## config.mk

```make
export PLATFORM = sky130hd
export DESIGN_NAME = axi_write_burst
export DESIGN_NICKNAME = d
export VERILOG_FILES = /design/src/rtl/axi_write_burst.sv
export SDC_FILE = /design/constraint.sdc
export NUM_CORES = 2
export LEC_CHECK = 0
export BUFFER_PORTS_ARGS = -buffer_cell sky130_fd_sc_hd__buf_2
export CORE_ASPECT_RATIO = 1.1
export CORE_MARGIN = 1
export CORE_UTILIZATION = 30
export CTS_BUF_LIST = sky130_fd_sc_hd__clkbuf_16
export DETAILED_ROUTE_END_ITERATION = 16
export PLACE_DENSITY = 0.44
export SLEW_MARGIN = 20
export SYNTH_ARGS = -nofsm -noshare
export SYNTH_HDL_FRONTEND = slang
export SYNTH_SLANG_ARGS = --single-unit
```

## constraint.sdc

```tcl
create_clock -name M_WR_aclk -period 10.5 [get_ports M_WR_aclk]
set_clock_uncertainty 0.15 [all_clocks]
set_input_delay 1.05 -clock M_WR_aclk [delete_from_list [all_inputs] [get_ports M_WR_aclk]]
set_output_delay 1.05 -clock M_WR_aclk [all_outputs]
set_load 0.02 [all_outputs]
```

## src/rtl/axi_write_burst.sv

```systemverilog
// Stream-to-AXI4 write burst master: buffers AW_LEN stream beats, then issues one INCR burst.
// Optional macro AXI_WR_BYTE_SWAP_EN byte-reverses each 32-bit lane on entry to the buffer.
module axi_write_burst #(
  parameter int                    ADDR_WIDTH       = 32,
  parameter int                    DATA_WIDTH       = 64,
  parameter int                    AW_LEN           = 64,
  parameter logic [ADDR_WIDTH-1:0] BASE_ADDR        = '0,
  parameter int                    BURSTS_PER_FRAME = 16
) (
  input  logic                    M_WR_aclk,
  input  logic                    M_WR_aresetn,

  input  logic                    S_WR_tvalid,
  input  logic [DATA_WIDTH-1:0]   S_WR_tdata,
  output logic                    S_WR_tready,

  output logic                    o_wr_done,
  output logic                    o_bresp_err,

  output logic                    m_axi_awid,
  output logic [ADDR_WIDTH-1:0]   m_axi_awaddr,
  output logic [7:0]              m_axi_awlen,
  output logic [2:0]              m_axi_awsize,
  output logic [1:0]              m_axi_awburst,
  output logic                    m_axi_awlock,
  output logic [3:0]              m_axi_awcache,
  output logic [2:0]              m_axi_awprot,
  output logic [3:0]              m_axi_awqos,
  output logic                    m_axi_awvalid,
  input  logic                    m_axi_awready,

  output logic [DATA_WIDTH-1:0]   m_axi_wdata,
  output logic [DATA_WIDTH/8-1:0] m_axi_wstrb,
  output logic                    m_axi_wlast,
  output logic                    m_axi_wvalid,
  input  logic                    m_axi_wready,

  input  logic                    m_axi_bid,
  input  logic [1:0]              m_axi_bresp,
  input  logic                    m_axi_bvalid,
  output logic                    m_axi_bready
);

  localparam int CNT_W = (AW_LEN > 1) ? $clog2(AW_LEN) : 1;
  localparam int BI_W  = (BURSTS_PER_FRAME > 1) ? $clog2(BURSTS_PER_FRAME) : 1;

  localparam logic [CNT_W-1:0]      FIRST_BEAT  = '0;
  localparam logic [CNT_W-1:0]      LAST_BEAT   = CNT_W'(AW_LEN - 1);
  localparam logic [BI_W-1:0]       LAST_BURST  = BI_W'(BURSTS_PER_FRAME - 1);
  localparam logic [ADDR_WIDTH-1:0] BURST_BYTES = ADDR_WIDTH'(AW_LEN * (DATA_WIDTH / 8));
  localparam logic [1:0]            RESP_OKAY   = 2'b00;

  typedef enum logic [2:0] {
    FILL,
    WR_ADDR,
    WR_DATA,
    WR_RESP,
    DONE
  } state_t;

  state_t                state;
  logic [CNT_W-1:0]      beat_cnt;
  logic [CNT_W-1:0]      beat_next;
  logic [BI_W-1:0]       burst_idx;
  logic                  fill_beat;
  logic [DATA_WIDTH-1:0] buffer [AW_LEN];

  // Bursts always use the same ID, so the returned bid carries no information.
  logic unused_bid;
  assign unused_bid = m_axi_bid;

  assign m_axi_awid    = 1'b0;
  assign m_axi_awlen   = 8'(AW_LEN - 1);
  assign m_axi_awsize  = 3'($clog2(DATA_WIDTH / 8));
  assign m_axi_awburst = 2'b01;
  assign m_axi_awlock  = 1'b0;
  assign m_axi_awcache = 4'b0011;
  assign m_axi_awprot  = 3'b000;
  assign m_axi_awqos   = 4'b0000;
  assign m_axi_wstrb   = '1;

  assign fill_beat = S_WR_tvalid && S_WR_tready;
  assign beat_next = beat_cnt + CNT_W'(1);

  function automatic logic [DATA_WIDTH-1:0] lane_swap(input logic [DATA_WIDTH-1:0] d);
`ifdef AXI_WR_BYTE_SWAP_EN
    logic [DATA_WIDTH-1:0] r;
    r = d;
    for (int l = 0; l < DATA_WIDTH / 32; l++) begin
      for (int b = 0; b < 4; b++) begin
        r[l*32 + b*8 +: 8] = d[l*32 + (3-b)*8 +: 8];
      end
    end
    return r;
`else
    return d;
`endif
  endfunction

  // NOTE: the buffer has no reset; beat_cnt restarts at 0 so stale entries are always overwritten before being read.
  always_ff @(posedge M_WR_aclk) begin
    if (fill_beat) begin
      buffer[beat_cnt] <= lane_swap(S_WR_tdata);
    end
  end

  // NOTE: outputs are registered, so each transition also loads the values the next state must present on its first cycle.
  always_ff @(posedge M_WR_aclk or negedge M_WR_aresetn) begin
    if (!M_WR_aresetn) begin
      state         <= FILL;
      beat_cnt      <= '0;
      burst_idx     <= '0;
      m_axi_awaddr  <= BASE_ADDR;
      S_WR_tready   <= 1'b1;
      m_axi_awvalid <= 1'b0;
      m_axi_wvalid  <= 1'b0;
      m_axi_wlast   <= 1'b0;
      m_axi_wdata   <= '0;
      m_axi_bready  <= 1'b0;
      o_wr_done     <= 1'b0;
      o_bresp_err   <= 1'b0;
    end else begin
      case (state)
        FILL: begin
          if (fill_beat) begin
            if (beat_cnt == LAST_BEAT) begin
              beat_cnt      <= '0;
              S_WR_tready   <= 1'b0;
              m_axi_awvalid <= 1'b1;
              state         <= WR_ADDR;
            end else begin
              beat_cnt <= beat_next;
            end
          end
        end

        WR_ADDR: begin
          if (m_axi_awready) begin
            m_axi_awvalid <= 1'b0;
            m_axi_wvalid  <= 1'b1;
            m_axi_wdata   <= buffer[FIRST_BEAT];
            m_axi_wlast   <= (AW_LEN == 1);
            state         <= WR_DATA;
          end
        end

        WR_DATA: begin
          if (m_axi_wready) begin
            if (m_axi_wlast) begin
              m_axi_wvalid <= 1'b0;
              m_axi_wlast  <= 1'b0;
              beat_cnt     <= '0;
              m_axi_bready <= 1'b1;
              state        <= WR_RESP;
            end else begin
              beat_cnt    <= beat_next;
              m_axi_wdata <= buffer[beat_next];
              m_axi_wlast <= (beat_next == LAST_BEAT);
            end
          end
        end

        WR_RESP: begin
          if (m_axi_bvalid) begin
            m_axi_bready <= 1'b0;
            o_wr_done    <= 1'b1;
            if (m_axi_bresp != RESP_OKAY) begin
              o_bresp_err <= 1'b1;
            end
            state <= DONE;
          end
        end

        DONE: begin
          o_wr_done   <= 1'b0;
          S_WR_tready <= 1'b1;
          if (burst_idx == LAST_BURST) begin
            burst_idx    <= '0;
            m_axi_awaddr <= BASE_ADDR;
          end else begin
            burst_idx    <= burst_idx + BI_W'(1);
            m_axi_awaddr <= m_axi_awaddr + BURST_BYTES;
          end
          state <= FILL;
        end

        default: state <= FILL;
      endcase
    end
  end

endmodule

```

==> implementation parameters <==
Parameter                              Value

Status
  Result of the run    finished clean

Place
  Routability Congestion    between 0.7 and 0.8
  Number of input and output port buffers inserted    ~170
  Total placed instance area    between 0.15 and 0.2 mm²
  HPWL Detailed    about 260 mm

Clock tree
  Clock Latency Late Sink    1050 ps
  Post-cts resize count    0
  Number of setup buffers added after CTS    0
  Clock root buffer    sky130_fd_sc_hd__clkbuf_16
  Number of buffers added by the clock tree synthesis step    442
  CTS tree    yes
  H-tree Lvls    5
  Clock transition at the registers of the reported paths    approximately 60 ps
  Clock sink count    between 4000 and 5000
  Maximum root-to-sink buffer count    4
  Total of hold buffers inserted after clock tree synthesis    1

Detailed routing
  Remaining DRCs    0
  1st-pass router iterations    6
  Per-cell routed wire length    31.87 µm
  Count of vias placed by the detailed router    76780
  Via-to-Cell Ratio    roughly 5.1
  Initial DRC Count    between 7000 and 8000
  Final WL    between 400 and 500 mm
  Remaining number of nets flagged by the antenna check after routing    0

Floorplan
  Ports    210
  Core ar.    roughly 0.53 mm²
  Die width    between 600 and 700 µm
  Die ar.    about 0.54 mm²
  Floorplan die height    ~770 µm
  Initial core utilization    about 30%
  Number of placement rows    281

Worst setup path
  Startpoint type of the worst setup path    register
  Critical path fanouts, max    32
  WP data required    around 11000 ps
  R2R Setup Slk    between 4000 and 5000 ps
  Crit Path Class    register to register
  Critical path data arrival time    ~6700 ps
  Capturing element type of the critical path    register

STA
  Total count of max-transition violations in the final report    0
  Total Neg Setup Slack    0 ps
  Setup Viol. Count Final    0
  Slew @ Worst Pin    ~1400 ps
  Max frequency    roughly 0.17 GHz
  Max_slew headroom    between 8 and 9%
  Hold Fails Final Rpt    0
  Final Cycle Share    around 56%
  Final critical path time including I/O delays and setup    a little under 6000 ps
  Unrepaired setup endpoints after global routing    false

Finish
  Share of layout cells above drive strength 1    a little over a quarter
  Nets    7528
  Post-route design area    approximately 0.18 mm²
  Area Growth Syn to Fin    15.28%

Pwr
  Leakage dissipation    slightly below 60 nW
  Power density cells    ~180 mW/mm²
  Max IR drop VDD    ~0.14 mV

Logic synthesis
  Post-synthesis cell count    roughly 7000
  Async SR Flop Fraction    under 10%
  Primary flip-flop cell chosen by synthesis mapping    sky130_fd_sc_hd__edfxtp_1
  Number of distinct library cells after synthesis    56
  Post-Synthesis Cell Area    about 0.16 mm²
  Synth warn    0
  Count of flip-flops with a built-in enable after synthesis    between 4000 and 5000
  Synthesized area per cell    22.85 µm²
  Sequential area share after synthesis    about 78%
  Flip-flop and latch count after synthesis    roughly 4200

GRT
  Maximum number of pins on one net before global-route repair    117
  All-layer global routing usage    roughly 17%
  Global-route wire length before repair    around 660 mm
  Initial antenna violation count    28
  Via count of the first global-routing pass    approximately 81000
  Gr ovfl total    0

Run
  Max-cap violation count    0

Min path
  Worst hold-check path type    input pin to register
-- placed cells by master (no fill, tap or decap), drive strengths merged, types with 65 or more instances in the layout --
cell and n:
a21oi 139, a222oi 128, a31o 65, buf 401, clkbuf 446, clkinv 223
dfrtp 106, edfxtp 4096, inv 125, mux2i 257, mux4 1024, nand2 240
nand3 84, nor2 154
-- report_power, final --
part,internal [mW],switching (mW)
Sequential,18.4,0
Clock,8.54,6.65
Combinational,0.0159,0.259
Total,27.0,6.90
-- Yosys cell counts, types with 13 or more instances --
cell type	number	share of area [%]
sky130_fd_sc_hd__a222oi_1	128	0.80
sky130_fd_sc_hd__a31o_1	63	0.34
sky130_fd_sc_hd__buf_1	47	0.11
sky130_fd_sc_hd__dfrtp_1	106	1.7
sky130_fd_sc_hd__a21oi_1	139	0.43
sky130_fd_sc_hd__clkbuf_1	237	0.56
sky130_fd_sc_hd__buf_4	50	0.23
sky130_fd_sc_hd__mux2i_1	257	1.6
sky130_fd_sc_hd__edfxtp_1	4096	77
sky130_fd_sc_hd__buf_6	18	0.13
sky130_fd_sc_hd__buf_2	92	0.29
sky130_fd_sc_hd__a221o_1	64	0.40
sky130_fd_sc_hd__mux4_2	1024	14
sky130_fd_sc_hd__a221oi_1	47	0.26
sky130_fd_sc_hd__o21ai_0	25	0.078
sky130_fd_sc_hd__nand3_1	84	0.26
sky130_fd_sc_hd__a221oi_2	17	0.16
sky130_fd_sc_hd__nand2_1	240	0.56
sky130_fd_sc_hd__nor2_1	154	0.36
sky130_fd_sc_hd__or3_1	13	0.051
-- stage by stage --
stage | hold slack (ps) | utilization [%] | total power, mW | worst slack, ps | cells
after CTS | 38.03 | 34.67 | 34.26 | 4394 | 14910
after global placement | 305.5 | 32.03 | 19.01 | 4243 | 14080
after detailed placement | 319.6 | 32.03 | 19.04 | 4371 | 14080
final | 144.0 | 34.70 | 33.86 | 4582 | 14920
after floorplan | 313.8 | - | 18.78 | 1999 | 7049
after global routing | 102.3 | 34.69 | 34.83 | 4178 | 14910
-- critical path, stage by stage, from the launching register on --
cell and delay [ps]:
sky130_fd_sc_hd__dfrtp_4 900, sky130_fd_sc_hd__ha_1 760, sky130_fd_sc_hd__xor2_4 780, sky130_fd_sc_hd__buf_4 420, sky130_fd_sc_hd__buf_4 640, sky130_fd_sc_hd__buf_4 590, sky130_fd_sc_hd__mux4_2 560, sky130_fd_sc_hd__mux2i_1 370
sky130_fd_sc_hd__a221o_1 240, sky130_fd_sc_hd__a221oi_2 80, sky130_fd_sc_hd__a31o_1 240
-- sequential cells by signal, summed over array words and instances, names as in the netlist, 3 cells and up --
register / cells
beat_cnt: 6
buffer: 4096
burst_idx: 4
m_axi_awaddr: 23
m_axi_wdata: 64
state: 3
-- area by class of cell --
class | count | area (µm²)
fill | 49170 | 347400
sequential | 4203 | 125700
multi-input combinational | 2392 | 33070
clock buffer | 446 | 11160
tap | 7075 | 8852
timing repair buffer | 402 | 2878
clock inverter | 380 | 2870
inverter | 10 | 45.04
antenna | 8 | 20.02
-- kinds of logic after synthesis --
logic type,count (synthesis),share of synthesized area (%)
flops,4203,78.49
mux,1282,16.02
simple gates,542,1.442
compound gates,503,2.569
buf+inv,454,1.338
xor+xnor,18,0.1032
fa+ha+maj,4,0.03126
other cells,2,0.004691
-- worst paths after layout --
kind                                    startpoint                            to  cells after the start
min reg2reg                  o_wr_done$_DFFE_PN0P_         o_wr_done$_DFFE_PN0P_                      2
max                        beat_cnt[0]$_DFFE_PN0P_   m_axi_wdata[30]$_DFFE_PN0P_                     10
max in group asynchronous             M_WR_aresetn   m_axi_wdata[43]$_DFFE_PN0P_                      3
max reg2reg                beat_cnt[0]$_DFFE_PN0P_   m_axi_wdata[30]$_DFFE_PN0P_                     10
min                                 m_axi_bresp[1]       o_bresp_err$_DFFE_PN0P_                      3
min in group asynchronous             M_WR_aresetn  m_axi_awaddr[19]$_DFFE_PN0P_                      2
-- layer usage --
layer,up-vias,global-route usage (%),share of wire [%]
li1,30900,-,-
met2,2210,29.81,50
met4,18,3.878,2.2
met1,43060,23.52,43
met5,-,0,0.023
met3,595,2.547,5.1
Note: power is estimated with default switching activity, not from simulation.
